File: src/rtl/uart_tx_fifo_if.sv
// Producer-side valid/ready byte handshake into the UART TX FIFO.
// The producer drives valid/data; the FIFO answers with ready.
interface uart_tx_fifo_if #(
    parameter int DATA_W = 8
);
    logic              inValid;
    logic [DATA_W-1:0] inData;
    logic              inReady;

    modport master (
        output inValid,
        output inData,
        input  inReady
    );

    modport slave (
        input  inValid,
        input  inData,
        output inReady
    );
endinterface

File: src/rtl/uart_tx_fifo.sv
// Byte FIFO plus launch sequencer feeding a Uart8 transmitter.
// One frame in flight; each byte is popped only once Uart8 acknowledges it.
module uart_tx_fifo #(
    parameter int DEPTH  = 16,
    parameter int DATA_W = 8,
    parameter int ACK_TO = 4096
) (
    input  logic                   clk,
    input  logic                   rstN,
    input  logic                   en,
    input  logic                   flush,
    uart_tx_fifo_if.slave          inBus,
    output logic [$clog2(DEPTH):0] level,
    output logic                   txStart,
    output logic [DATA_W-1:0]      txIn,
    input  logic                   txBusy,
    input  logic                   txDone,
    output logic                   ackErr
);

    localparam int AW = $clog2(DEPTH);
    localparam int LW = AW + 1;
    localparam int CW = (ACK_TO < 2) ? 1 : $clog2(ACK_TO);

    localparam logic [2:0] IDLE     = 3'd0;
    localparam logic [2:0] LOAD     = 3'd1;
    localparam logic [2:0] WAIT_ACK = 3'd2;
    localparam logic [2:0] WAIT_DONE = 3'd3;
    localparam logic [2:0] GAP      = 3'd4;

    logic [DATA_W-1:0] mem [DEPTH];
    logic [AW-1:0]     wrPtr;
    logic [AW-1:0]     rdPtr;
    logic [2:0]        state;
    logic [CW-1:0]     ackCnt;
    logic              busyQ;
    logic              wrEn;
    logic              popEn;
    logic              ackTimeout;
    logic              busyFall;
    logic              notEmpty;

    assign inBus.inReady = (level != LW'(DEPTH));
    assign notEmpty      = (level != '0);
    assign wrEn          = inBus.inValid && inBus.inReady && !flush;
    assign popEn         = (state == WAIT_ACK) && txBusy && notEmpty && !flush;
    assign busyFall      = busyQ && !txBusy;
    // ACK_TO of zero disables the timeout entirely
    assign ackTimeout    = (ACK_TO != 0) && (ackCnt == CW'(ACK_TO - 1));

    always_ff @(posedge clk) begin
        if (wrEn) begin
            mem[wrPtr] <= inBus.inData;
        end
    end

    always_ff @(posedge clk or negedge rstN) begin
        if (!rstN) begin
            wrPtr <= '0;
            rdPtr <= '0;
            level <= '0;
        end else if (flush) begin
            wrPtr <= '0;
            rdPtr <= '0;
            level <= '0;
        end else begin
            if (wrEn) begin
                wrPtr <= wrPtr + AW'(1);
            end
            if (popEn) begin
                rdPtr <= rdPtr + AW'(1);
            end
            if (wrEn && !popEn) begin
                level <= level + LW'(1);
            end else if (popEn && !wrEn) begin
                level <= level - LW'(1);
            end
        end
    end

    always_ff @(posedge clk or negedge rstN) begin
        if (!rstN) begin
            state   <= IDLE;
            txStart <= 1'b0;
            txIn    <= '0;
            ackErr  <= 1'b0;
            ackCnt  <= '0;
            busyQ   <= 1'b0;
        end else begin
            ackErr <= 1'b0;
            busyQ  <= txBusy;
            case (state)
                IDLE: begin
                    txStart <= 1'b0;
                    ackCnt  <= '0;
                    if (en && notEmpty && !txBusy && !flush) begin
                        state <= LOAD;
                    end
                end
                LOAD: begin
                    if (flush) begin
                        state <= IDLE;
                    end else begin
                        txIn    <= mem[rdPtr];
                        txStart <= 1'b1;
                        ackCnt  <= '0;
                        state   <= WAIT_ACK;
                    end
                end
                WAIT_ACK: begin
                    if (flush) begin
                        txStart <= 1'b0;
                        state   <= IDLE;
                    end else if (txBusy) begin
                        txStart <= 1'b0;
                        state   <= WAIT_DONE;
                    end else if (ackTimeout) begin
                        // byte stays at the head and is retried from IDLE
                        ackErr  <= 1'b1;
                        txStart <= 1'b0;
                        state   <= IDLE;
                    end else begin
                        ackCnt <= ackCnt + CW'(1);
                    end
                end
                WAIT_DONE: begin
                    txStart <= 1'b0;
                    if (txDone || busyFall) begin
                        state <= GAP;
                    end
                end
                GAP: begin
                    txStart <= 1'b0;
                    state   <= IDLE;
                end
                default: begin
                    txStart <= 1'b0;
                    state   <= IDLE;
                end
            endcase
        end
    end

endmodule
File: src/flat_wrapper.sv
// flat-port wrapper written by rule: the top's interface ports become plain ports
module uart_tx_fifo_flat 
#(
    parameter int DEPTH  = 16,
    parameter int DATA_W = 8,
    parameter int ACK_TO = 4096
)
  (clk, rstN, en, flush, level, txStart, txIn, txBusy, txDone, ackErr, inBus_inValid, inBus_inData, inBus_inReady);
  uart_tx_fifo_if #(.DATA_W(DATA_W)) inBus_i ();
  input  logic clk;
  input  logic rstN;
  input  logic en;
  input  logic flush;
  output logic [$clog2(DEPTH):0] level;
  output logic txStart;
  output logic [DATA_W-1:0] txIn;
  input  logic txBusy;
  input  logic txDone;
  output logic ackErr;
  input wire logic [$bits(inBus_i.inValid)-1:0] inBus_inValid;
  input wire logic [$bits(inBus_i.inData)-1:0] inBus_inData;
  output wire logic [$bits(inBus_i.inReady)-1:0] inBus_inReady;
  assign inBus_i.inValid = inBus_inValid;
  assign inBus_i.inData = inBus_inData;
  assign inBus_inReady = inBus_i.inReady;
  uart_tx_fifo #(.DEPTH(DEPTH), .DATA_W(DATA_W), .ACK_TO(ACK_TO)) u_core (.clk(clk), .rstN(rstN), .en(en), .flush(flush), .inBus(inBus_i), .level(level), .txStart(txStart), .txIn(txIn), .txBusy(txBusy), .txDone(txDone), .ackErr(ackErr));
endmodule
File: config.mk
export PLATFORM = sky130hd
export DESIGN_NAME = uart_tx_fifo_flat
export DESIGN_NICKNAME = d
export VERILOG_FILES = /design/src/rtl/uart_tx_fifo_if.sv /design/src/rtl/uart_tx_fifo.sv /design/src/flat_wrapper.sv
export SDC_FILE = /design/constraint.sdc
export NUM_CORES = 1
export LEC_CHECK = 0
export ABC_AREA = 0
export CAP_MARGIN = 20
export CELL_PAD_IN_SITES_DETAIL_PLACEMENT = 1
export CELL_PAD_IN_SITES_GLOBAL_PLACEMENT = 2
export CORE_AREA = 2 2 133 135
export CTS_BUF_LIST = sky130_fd_sc_hd__clkbuf_4 sky130_fd_sc_hd__clkbuf_8 sky130_fd_sc_hd__clkbuf_16
export DETAILED_ROUTE_END_ITERATION = 16
export DIE_AREA = 0 0 135 137
export DONT_BUFFER_PORTS = 1
export PLACE_DENSITY = 0.83
export SLEW_MARGIN = 20
export SYNTH_ARGS = -nofsm -noshare
export SYNTH_HDL_FRONTEND = slang
export SYNTH_SLANG_ARGS = --single-unit
File: constraint.sdc
create_clock -name clk -period 2.6 [get_ports clk]
set_input_delay 0.52 -clock clk [delete_from_list [all_inputs] [get_ports clk]]
set_output_delay 0.52 -clock clk [all_outputs]
set_load 0.03 [all_outputs]
== After elaboration in Yosys (flattened, before gate mapping) ==
Memories as Yosys holds them, arrays and structs flattened. A register that Yosys moved wholly into a read port is not among the register bits.
Cells that the tools add are included.
Storage, ports and cells
  bits in registers: 31
  bits in writable memories: 128
  bits of input ports: 15
  logic and storage cells: 84
  memories kept: 1
Operators by class
  add/sub/neg operators: 5
  equality and inequality tests: 12
  mux-type cells: 30
  bitwise operators: 1
  reductions and logical operators: 27
Memory list
  u_core.mem: words 16, bits a word 8, rd ports 1, clocked after memory_dff 1, wr ports 1, line uart_tx_fifo.sv:31  | logic [DATA_W-1:0] mem [DEPTH];
Operator list (number)
  $mux W12: 4
  $pmux W12 S3: 1
  $mux W4: 4
  $mux W3: 5
  $mux W5: 3
  $add A12 B1 Y12 const B: 1
  $eq A12 B12 Y1 const B: 1
  $pmux W3 S4: 1
  $logic_and A1 B1 Y1: 11
  $mux W1: 10
  $add A4 B1 Y4 const B: 2
  $ne A2 B2 Y1 const B: 4
  $eq A3 B2 Y1 const B: 2
  $reduce_bool A3 Y1: 2
  $add A5 B1 Y5 const B: 1
  $logic_not A1 Y1: 5
  $ne A5 B5 Y1 const B: 1
  $reduce_and A5 Y1: 1
  $reduce_bool A5 Y1: 1
  $sub A5 B1 Y5 const B: 1
  $ne A2 B1 Y1 const B: 2
  $ne A4 B3 Y1 const B: 1
  $reduce_and A2 Y1: 2
  $reduce_bool A2 Y1: 2
  7 further kinds: 7

== Longest topological paths before layout ==
Gate-level depths: netlist of the first run.
  depth after elaboration: 8
  mapped depth: 10

== Worst setup path after synthesis of the first run ==
Ideal clock, no wire load.
  path kind: reg-to-reg
  start point: register u_core.level[1]
  end point: register u_core.level[4]
  setup time: 0.133 ns
  arrival: 2.893 ns
  setup slack: -0.426 ns
  stages on the path, launching flop included: 11
  clock period less this slack: 3.026 ns
  path through: dfrtp_1 -> or3_1 -> buf_6 -> o211a_1 -> buf_6 -> or3_1 -> fa_1 -> a21o_1 -> a21oi_1 -> a2111o_1 -> nand4_1
Between the ends
  word-level cells in the longest chain between the ends: 7
  elaborated cells between the ends (all ways): 16
RTL lines
  from (decl): line uart_tx_fifo.sv:13  | output logic [$clog2(DEPTH):0] level,
  from (signal assigned): line uart_tx_fifo.sv:74  | level <= level + LW'(1);
  from (signal assigned): line uart_tx_fifo.sv:76  | level <= level - LW'(1);
  branches (longest 7 deep; another with $sub A5 B1 Y5)
Parallel ways; which one is timed is not known. The select of a mux whose other input is x is not followed.
A chain may end at the register's enable or synchronous reset.

== Worst setup path in the final report of the first run ==
  start point: register u_core.level[3]
  end point: register u_core.level[4]
The elaborated chain is that of the path after synthesis.

==> impl_metrics.json, run 1 <==
{
  "die_area_mm2": 0.0185,
  "synth_area_leaders": "edfxtp_1 54%, dfrtp_1 14%, mux4_2 9.7%",
  "syn-cell-area_mm2": 0.00718,
  "internal_power_mw": 5.23,
  "start_util": 0.421,
  "htree_levels": 4,
  "drt_iter0_drc": 282,
  "cp_common_cell": "or3_4",
  "synth-simple-area-share": 0.0843,
  "whs_ps": 118,
  "p_leak_nw": 2.87,
  "critPathMaxFanout": 4,
  "min_period_ps": 2560,
  "status": "completed",
  "skew_ps": 9.59,
  "cpMaxStageDelayCell": "or3_4",
  "num_vias": 4062,
  "grt_pass1_vias": 4410,
  "routed-wl-met2_um": 8160,
  "synthArstFlopShare": 0.234,
  "gp_congestion": 0.763,
  "synth_edf_count": 128,
  "area_delta_synth_final_pct": 16.1,
  "yosysTopAreaCell": "edfxtp_1",
  "m1WireLength_um": 6700,
  "slowest_delay_ps": 410,
  "yosys.cell_types.count": 59,
  "setup.worst_path.end_class": "flop",
  "synth_compound_area_frac": 0.0711,
  "grt_overflow": 0,
  "synth_top_area_share": 0.535,
  "grt_pass1_wl_um": 24900,
  "synth_xor_area_frac": 0.0111,
  "crit_required_ps": 2900,
  "nFillCells": 1649,
  "die-height_um": 137,
  "final_nets": 500,
  "cts.sinks": 167,
  "post_dp_cell_area_mm2": 0.00765,
  "yosysWarnings": 0,
  "switchingPower_mw": 2.10,
  "post_synth_fa_ha_maj_area_fraction": 0.0202,
  "seqPwrFrac": 0.452,
  "clockBufferDepth": 2,
  "design_area_mm2": 0.00834,
  "cp_data_arrival_time_ps": 2860,
  "combPwrFrac": 0.184,
  "clock_latency_ps": 430,
  "drtPass1Iterations": 5,
  "drive_gt1_frac": 0.265,
  "place_hpwl_um": 10300,
  "ys.flop_type": "edfxtp_1",
  "synthMuxAreaShare": 0.123,
  "top_layer": "met4",
  "setup_viol": 0,
  "syn_avg_cell_area_um2": 16.2,
  "antennaDiodeCount": 0,
  "met3WireLength_um": 714,
  "coreArea_mm2": 0.0171,
  "drc": 0,
  "fin_util": 0.489,
  "register_area_mm2": 0.00483,
  "slew_headroom": 0.421,
  "placement_rows": 48,
  "crit_path_cell_trace": "or3_4 > o211a_1 > or3_4 > fa_2 > a21o_1 > a21oi_2 > a2111o_1 > nand4_1",
  "path_clk_slew_ps": 60,
  "die_w_um": 135,
  "cts_buffers": 17,
  "clockPowerShare": 0.364,
  "powerDensity_mw_per_mm2": 879,
  "io_pins": 31,
  "multi_input_comb_area_mm2": 0.00227,
  "synth-seq-cells": 167,
  "synth_top_family_by_area": "multiplexers",
  "tightest_slew_ps": 863,
  "finalNonFillerCells": 712,
  "swShare": 0.286,
  "grt_antenna_before_repair": 0,
  "drt_wl_total_um": 15900,
  "via_per_inst": 5.71,
  "period_share": 0.985,
  "root_buffer": "clkbuf_16",
  "path_buf_inv": 0,
  "cp_top_family": "simple AND/OR/NAND/NOR gates",
  "placed_cells": 677,
  "drtAntennaViolNets": 0,
  "finalHoldViolations": 0,
  "cts_tree": "yes",
  "grtUsageTotal": 0.185,
  "finalMaxSlewViolations": 0,
  "start_kind": "flop",
  "vdd_drop_max_mv": 0.609,
  "io_buffers": 0,
  "wl_per_cell_um": 22.3,
  "hp-class": "in2reg",
  "max_freq_ghz": 0.390,
  "rsz0062_at_grt": "yes",
  "ys_seq_area_frac": 0.671,
  "critical_path_class": "reg2reg",
  "cap_viol_max_count": 0,
  "grt_max_degree": 40,
  "synth_cells": 444,
  "syn-num-nets": 470
}
final timing paths:
check	start	endpoint	cells after the start	slack, ps
worst max register to register	u_core.level[3]	u_core.level[4]	8	40
worst max-delay path	u_core.level[3]	u_core.level[4]	8	40
min in group asynchronous	rstN	u_core.ackCnt[10]	2	550
max in group asynchronous	rstN	u_core.rdPtr[0]	2	1820
worst min register to register	u_core.ackCnt[11]	u_core.ackCnt[11]	1	520
worst min-delay path	txBusy	u_core.busyQ	0	120
registers in the layout, indices dropped and copies added, names as in the netlist:
signal and flops:
u_core.state 3, u_core.level 5, u_core.rdPtr 4, u_core.ackErr 1
u_core.mem 128, u_core.txIn 8, u_core.wrPtr 4, u_core.txStart 1
u_core.busyQ 1, u_core.ackCnt 12
cell usage after synthesis, drive strengths merged, types with 8 or more instances:
library cell,number
a21oi,10
and2,13
buf,12
clkbuf,12
dfrtp,39
edfxtp,128
ha,10
mux2,10
mux4,31
nand2,16
nand3,10
nor2,12
nor2b,8
o21ai,21
o31ai,8
cell families after synthesis:
logic type	Yosys count
compound gates	75
xor+xnor	7
fa+ha+maj	11
buf+inv	31
flops	167
mux	48
simple gates	105
through the flow:
step	setup WS, ps	TNS (ps)	power [mW]
3_5_place_dp	-71.7	-71.7	4.67
4_1_cts	5.46	0	7.38
2_1_floorplan	-226	-320	4.24
3_3_place_gp	7.48	0	4.59
5_1_grt	-62.6	-62.6	7.60
6_report	38.5	0	7.33
area by class of cell:
cell class	count	area share
repair buffers	35	0.0363
clock inverters	13	0.0219
multi-input cells	246	0.273
clock buffers	19	0.0536
well taps	225	0.0338
flip-flops and latches	167	0.579
inverters	7	0.00315
worst reg2reg max path, delay by kind of cell, from the launching register on:
family,cells,cell delay (ps)
AND/OR/NAND/NOR,3,890
AO/OA/AOI/OAI,4,760
flip-flops,1,400
adder cells (fa/ha/maj),1,380
power by group through the flow:
stage	clock, mW	combinational, mW	sequential [mW]
after floorplan	0	0.844	3.40
after global placement	0	1.24	3.36
after detailed placement	0	1.30	3.37
after CTS	2.73	1.34	3.31
after global routing	2.81	1.47	3.33
final	2.67	1.35	3.31
metal layers:
| layer | GRT usage | vias to the layer above |
|---|---|---|
| li1 | - | 1821 |
| met1 | 0.234 | 2116 |
| met2 | 0.309 | 100 |
| met3 | 0.0433 | 25 |
| met4 | 0.0741 | 0 |
| met5 | 0 | - |
placed cells by master (no fill, tap or decap), drive strengths merged, types with 5 or more instances in the layout:
cell type	instances
a21oi	10
a22oi	7
and2	13
and3	7
buf	34
clkbuf	19
dfrtp	39
edfxtp	128
ha	10
inv	14
mux2	10
mux2i	7
mux4	31
nand2	16
nand3	10
nand4	5
nor2	12
nor2b	8
nor3	5
o21a	5
o21ai	21
o31ai	8
or4	7
xnor2	5
what timing repair did:
action / 4_1_cts / 5_1_grt
hold buffers: 2 / 0
buffers inserted: 1 / 0
gates cloned: 0 / 0
endpoints found under the setup margin: 1 / 2
pin swaps: 2 / 1
endpoints found under the hold margin: 39 / 0
gates resized for setup: 2 / 3
(Power assumes the default switching activity.)
==> run 2: changes to the inputs <==
--- a/config.mk
+++ b/config.mk
@@ -5,16 +5,16 @@
 export SDC_FILE = /design/constraint.sdc
 export NUM_CORES = 1
 export LEC_CHECK = 0
-export ABC_AREA = 0
+export ABC_AREA = 1
 export CAP_MARGIN = 20
 export CELL_PAD_IN_SITES_DETAIL_PLACEMENT = 1
 export CELL_PAD_IN_SITES_GLOBAL_PLACEMENT = 2
-export CORE_AREA = 2 2 133 135
+export CORE_AREA = 2 2 132 134
 export CTS_BUF_LIST = sky130_fd_sc_hd__clkbuf_4 sky130_fd_sc_hd__clkbuf_8 sky130_fd_sc_hd__clkbuf_16
 export DETAILED_ROUTE_END_ITERATION = 16
-export DIE_AREA = 0 0 135 137
+export DIE_AREA = 0 0 134 136
 export DONT_BUFFER_PORTS = 1
-export PLACE_DENSITY = 0.83
+export PLACE_DENSITY = 0.92
 export SLEW_MARGIN = 20
 export SYNTH_ARGS = -nofsm -noshare
 export SYNTH_HDL_FRONTEND = slang
==> constraint.sdc (replaced) <==
create_clock -name clk -period 3.05 [get_ports clk]
set_input_delay 0.61 -clock clk [delete_from_list [all_inputs] [get_ports clk]]
set_output_delay 0.61 -clock clk [all_outputs]
set_load 0.03 [all_outputs]
==> impl_metrics.json, run 2 <==
{
  "layout_commonest_cell": "nand2_1",
  "rrSetupSlack_ps": 500,
  "critPathMaxFanout": 8,
  "post_synth_fa_ha_maj_area_fraction": 0.0196,
  "cts_buffers": 17,
  "synth.most_common_cell": "nand2_1",
  "antennaDiodeCount": 0,
  "vdd_drop_max_mv": 0.405,
  "final_nets": 751,
  "whs_ps": 23.1,
  "cap_viol_max_count": 0,
  "grt_overflow": 0,
  "drc": 0,
  "slowest_delay_ps": 640,
  "yosys.cell_types.count": 33,
  "most-common-layout-cells": "174 x nand2_1, 135 x nor2_1, 128 x edfxtp_1, 74 x nand3_1, 51 x o21ai_0",
  "setup.worst_path.end_class": "flop",
  "synth_xor_area_frac": 0.00355,
  "yosysWarnings": 0,
  "period_share": 0.838,
  "placement_rows": 48,
  "root_buffer": "clkbuf_16",
  "area_delta_synth_final_pct": 10.4,
  "synth_cells": 729,
  "cts.sinks": 167,
  "start_util": 0.439,
  "critical_path_class": "reg2reg",
  "coreArea_mm2": 0.0169,
  "syn-cell-area_mm2": 0.00741,
  "hp-class": "in2async",
  "p_leak_nw": 3.12,
  "clock_latency_ps": 430,
  "die_w_um": 134,
  "synth_top_family_by_area": "simple AND/OR/NAND/NOR gates",
  "clockBufferDepth": 2,
  "crit_path_cell_trace": "nor2_1 > nand3_2 > nand2_1 > nor2_4 > nand2_4 > ha_1 > a21oi_1 > nand3_1 > nand2_1 > inv_1 > nand2_1 > nand2_1 > nand2_1 > nand2_1",
  "die-height_um": 136,
  "cp_data_arrival_time_ps": 2870,
  "die_area_mm2": 0.0182,
  "finalHoldViolations": 0,
  "finalMaxSlewViolations": 0,
  "cp_common_cell": "nand2_1",
  "finalNonFillerCells": 963,
  "syn-num-nets": 755,
  "grt_max_degree": 69,
  "grtUsageTotal": 0.225,
  "ys_seq_area_frac": 0.650,
  "cts_resized": 0,
  "htree_levels": 4,
  "regMostFlops": "u_core.mem",
  "min_period_ps": 2550,
  "status": "completed",
  "synth_edf_count": 128,
  "yosysTopAreaCell": "edfxtp_1",
  "cts_tree": "yes",
  "drt_wl_total_um": 19400,
  "top_regs": "u_core.mem (128), u_core.ackCnt (12), u_core.txIn (8)",
  "gp_congestion": 0.839,
  "drtAntennaViolNets": 0,
  "drtPass1Iterations": 5,
  "synth_area_leaders": "edfxtp_1 52%, dfrtp_1 13%, nand2_1 8.8%",
  "grt_pass1_wl_um": 30600,
  "num_vias": 5172,
  "grt_antenna_before_repair": 0,
  "drt_iter0_drc": 274,
  "syn_avg_cell_area_um2": 10.2,
  "synth_commonest_cells": "174 x nand2_1, 135 x nor2_1, 128 x edfxtp_1, 74 x nand3_1, 51 x o21ai_0",
  "place_hpwl_um": 13400,
  "cpMaxStageDelayCell": "dfrtp_1",
  "start_kind": "flop",
  "synth_compound_area_frac": 0.0540,
  "rsz0062_at_grt": "no",
  "slew_headroom": 0.372,
  "io_pins": 31,
  "powerDensity_mw_per_mm2": 777,
  "via_per_inst": 5.37,
  "max_freq_ghz": 0.391,
  "io_buffers": 0,
  "tightest_slew_ps": 941,
  "synth_top_area_share": 0.519,
  "synthMuxAreaShare": 0,
  "ys.flop_type": "edfxtp_1",
  "setup_viol": 0,
  "synth-seq-cells": 167,
  "nFillCells": 1842,
  "wl_per_cell_um": 20.2,
  "placed_cells": 930,
  "grt_pass1_vias": 5528,
  "largest_reg_flops": 128,
  "setup_tns_ps": 0,
  "path_clk_slew_ps": 60,
  "skew_ps": 10.9,
  "crit_required_ps": 3370,
  "synth-simple-area-share": 0.238,
  "synthArstFlopShare": 0.234,
  "drive_gt1_frac": 0.0799
}
run 2: cell count changes in the layout (fill, tap and decap cells not counted), moves of 14 or more:
cell,previous run,this run
nand3_1,10,74
buf_4,31,4
nand2_1,16,174
inv_1,7,21
o21ai_0,19,51
mux4_2,31,0
nor2_1,11,135
run 2: logic make-up (layout without fill, tap and decap cells):
logic type,count (synthesis),in the layout
adders and majority gates,11,11
DFF,167,167
xor gates and xnor gates,3,3
and+or+nand+nor,413,413
AOI/OAI and AO/OA,78,78
buffers and inverters,57,66
run 2: what timing repair did:
action                    in CTS  in global routing
hold endpoints to repair      39                  0
buffers inserted               0                  0
hold buffers                   1                  0
run 2: where the power goes:
| part | leakage [nW] | internal [mW] | switching, mW |
|---|---|---|---|
| combinational | 1.16 | 0.386 | 0.961 |
| clock | 0.291 | 1.23 | 0.909 |
| sequential | 1.67 | 2.58 | 0.281 |
| total | 3.12 | 4.20 | 2.15 |
run 2: critical path, delay by kind of cell (launching register included):
family,cells,cell delay [ps]
AOI/OAI and AO/OA,1,250
and+or+nand+nor,11,1190
buffers and inverters,1,50
DFF,1,640
adders and majority gates,1,350
run 2: worst paths after layout:
kind / startpoint / to / cells past startpoint
setup / recovery: u_core.level[0] / u_core.level[4] / 14
hold / removal: rstN / u_core.ackCnt[5] / 1
setup reg to reg: u_core.level[0] / u_core.level[4] / 14
hold reg to reg: u_core.ackCnt[1] / u_core.ackCnt[1] / 2
max in group asynchronous: rstN / u_core.rdPtr[0] / 1
min in group clk: txBusy / u_core.busyQ / 0
run 2: through the flow:
stage | area [um2] | util | worst slack, ps | total power [mW]
final | 8180 | 0.485 | 495 | 6.36
after global routing | 8180 | 0.485 | 258 | 6.68
after CTS | 8180 | 0.485 | 527 | 6.42
after detailed placement | 7570 | 0.449 | 539 | 4.25
after global placement | 7570 | 0.449 | 668 | 4.17
after floorplan | 7410 | - | 685 | 3.93
run 2: layer usage:
metal,vias to the layer above,part of all wire,GRT usage
li1,2472,-,-
met1,2556,0.42,0.273
met2,118,0.51,0.399
met3,26,0.053,0.0515
met4,0,0.020,0.0745
met5,-,0,0
run 2: layout make-up:
type / instances / area (um2) / area share
timing repair buffer: 5 / 50.0 / 0.00612
tap: 225 / 282 / 0.0344
inverter: 29 / 109 / 0.0133
clock buffer: 18 / 439 / 0.0537
sequential: 167 / 4820 / 0.589
clock inverter: 14 / 149 / 0.0182
multi-input combinational: 505 / 2330 / 0.285
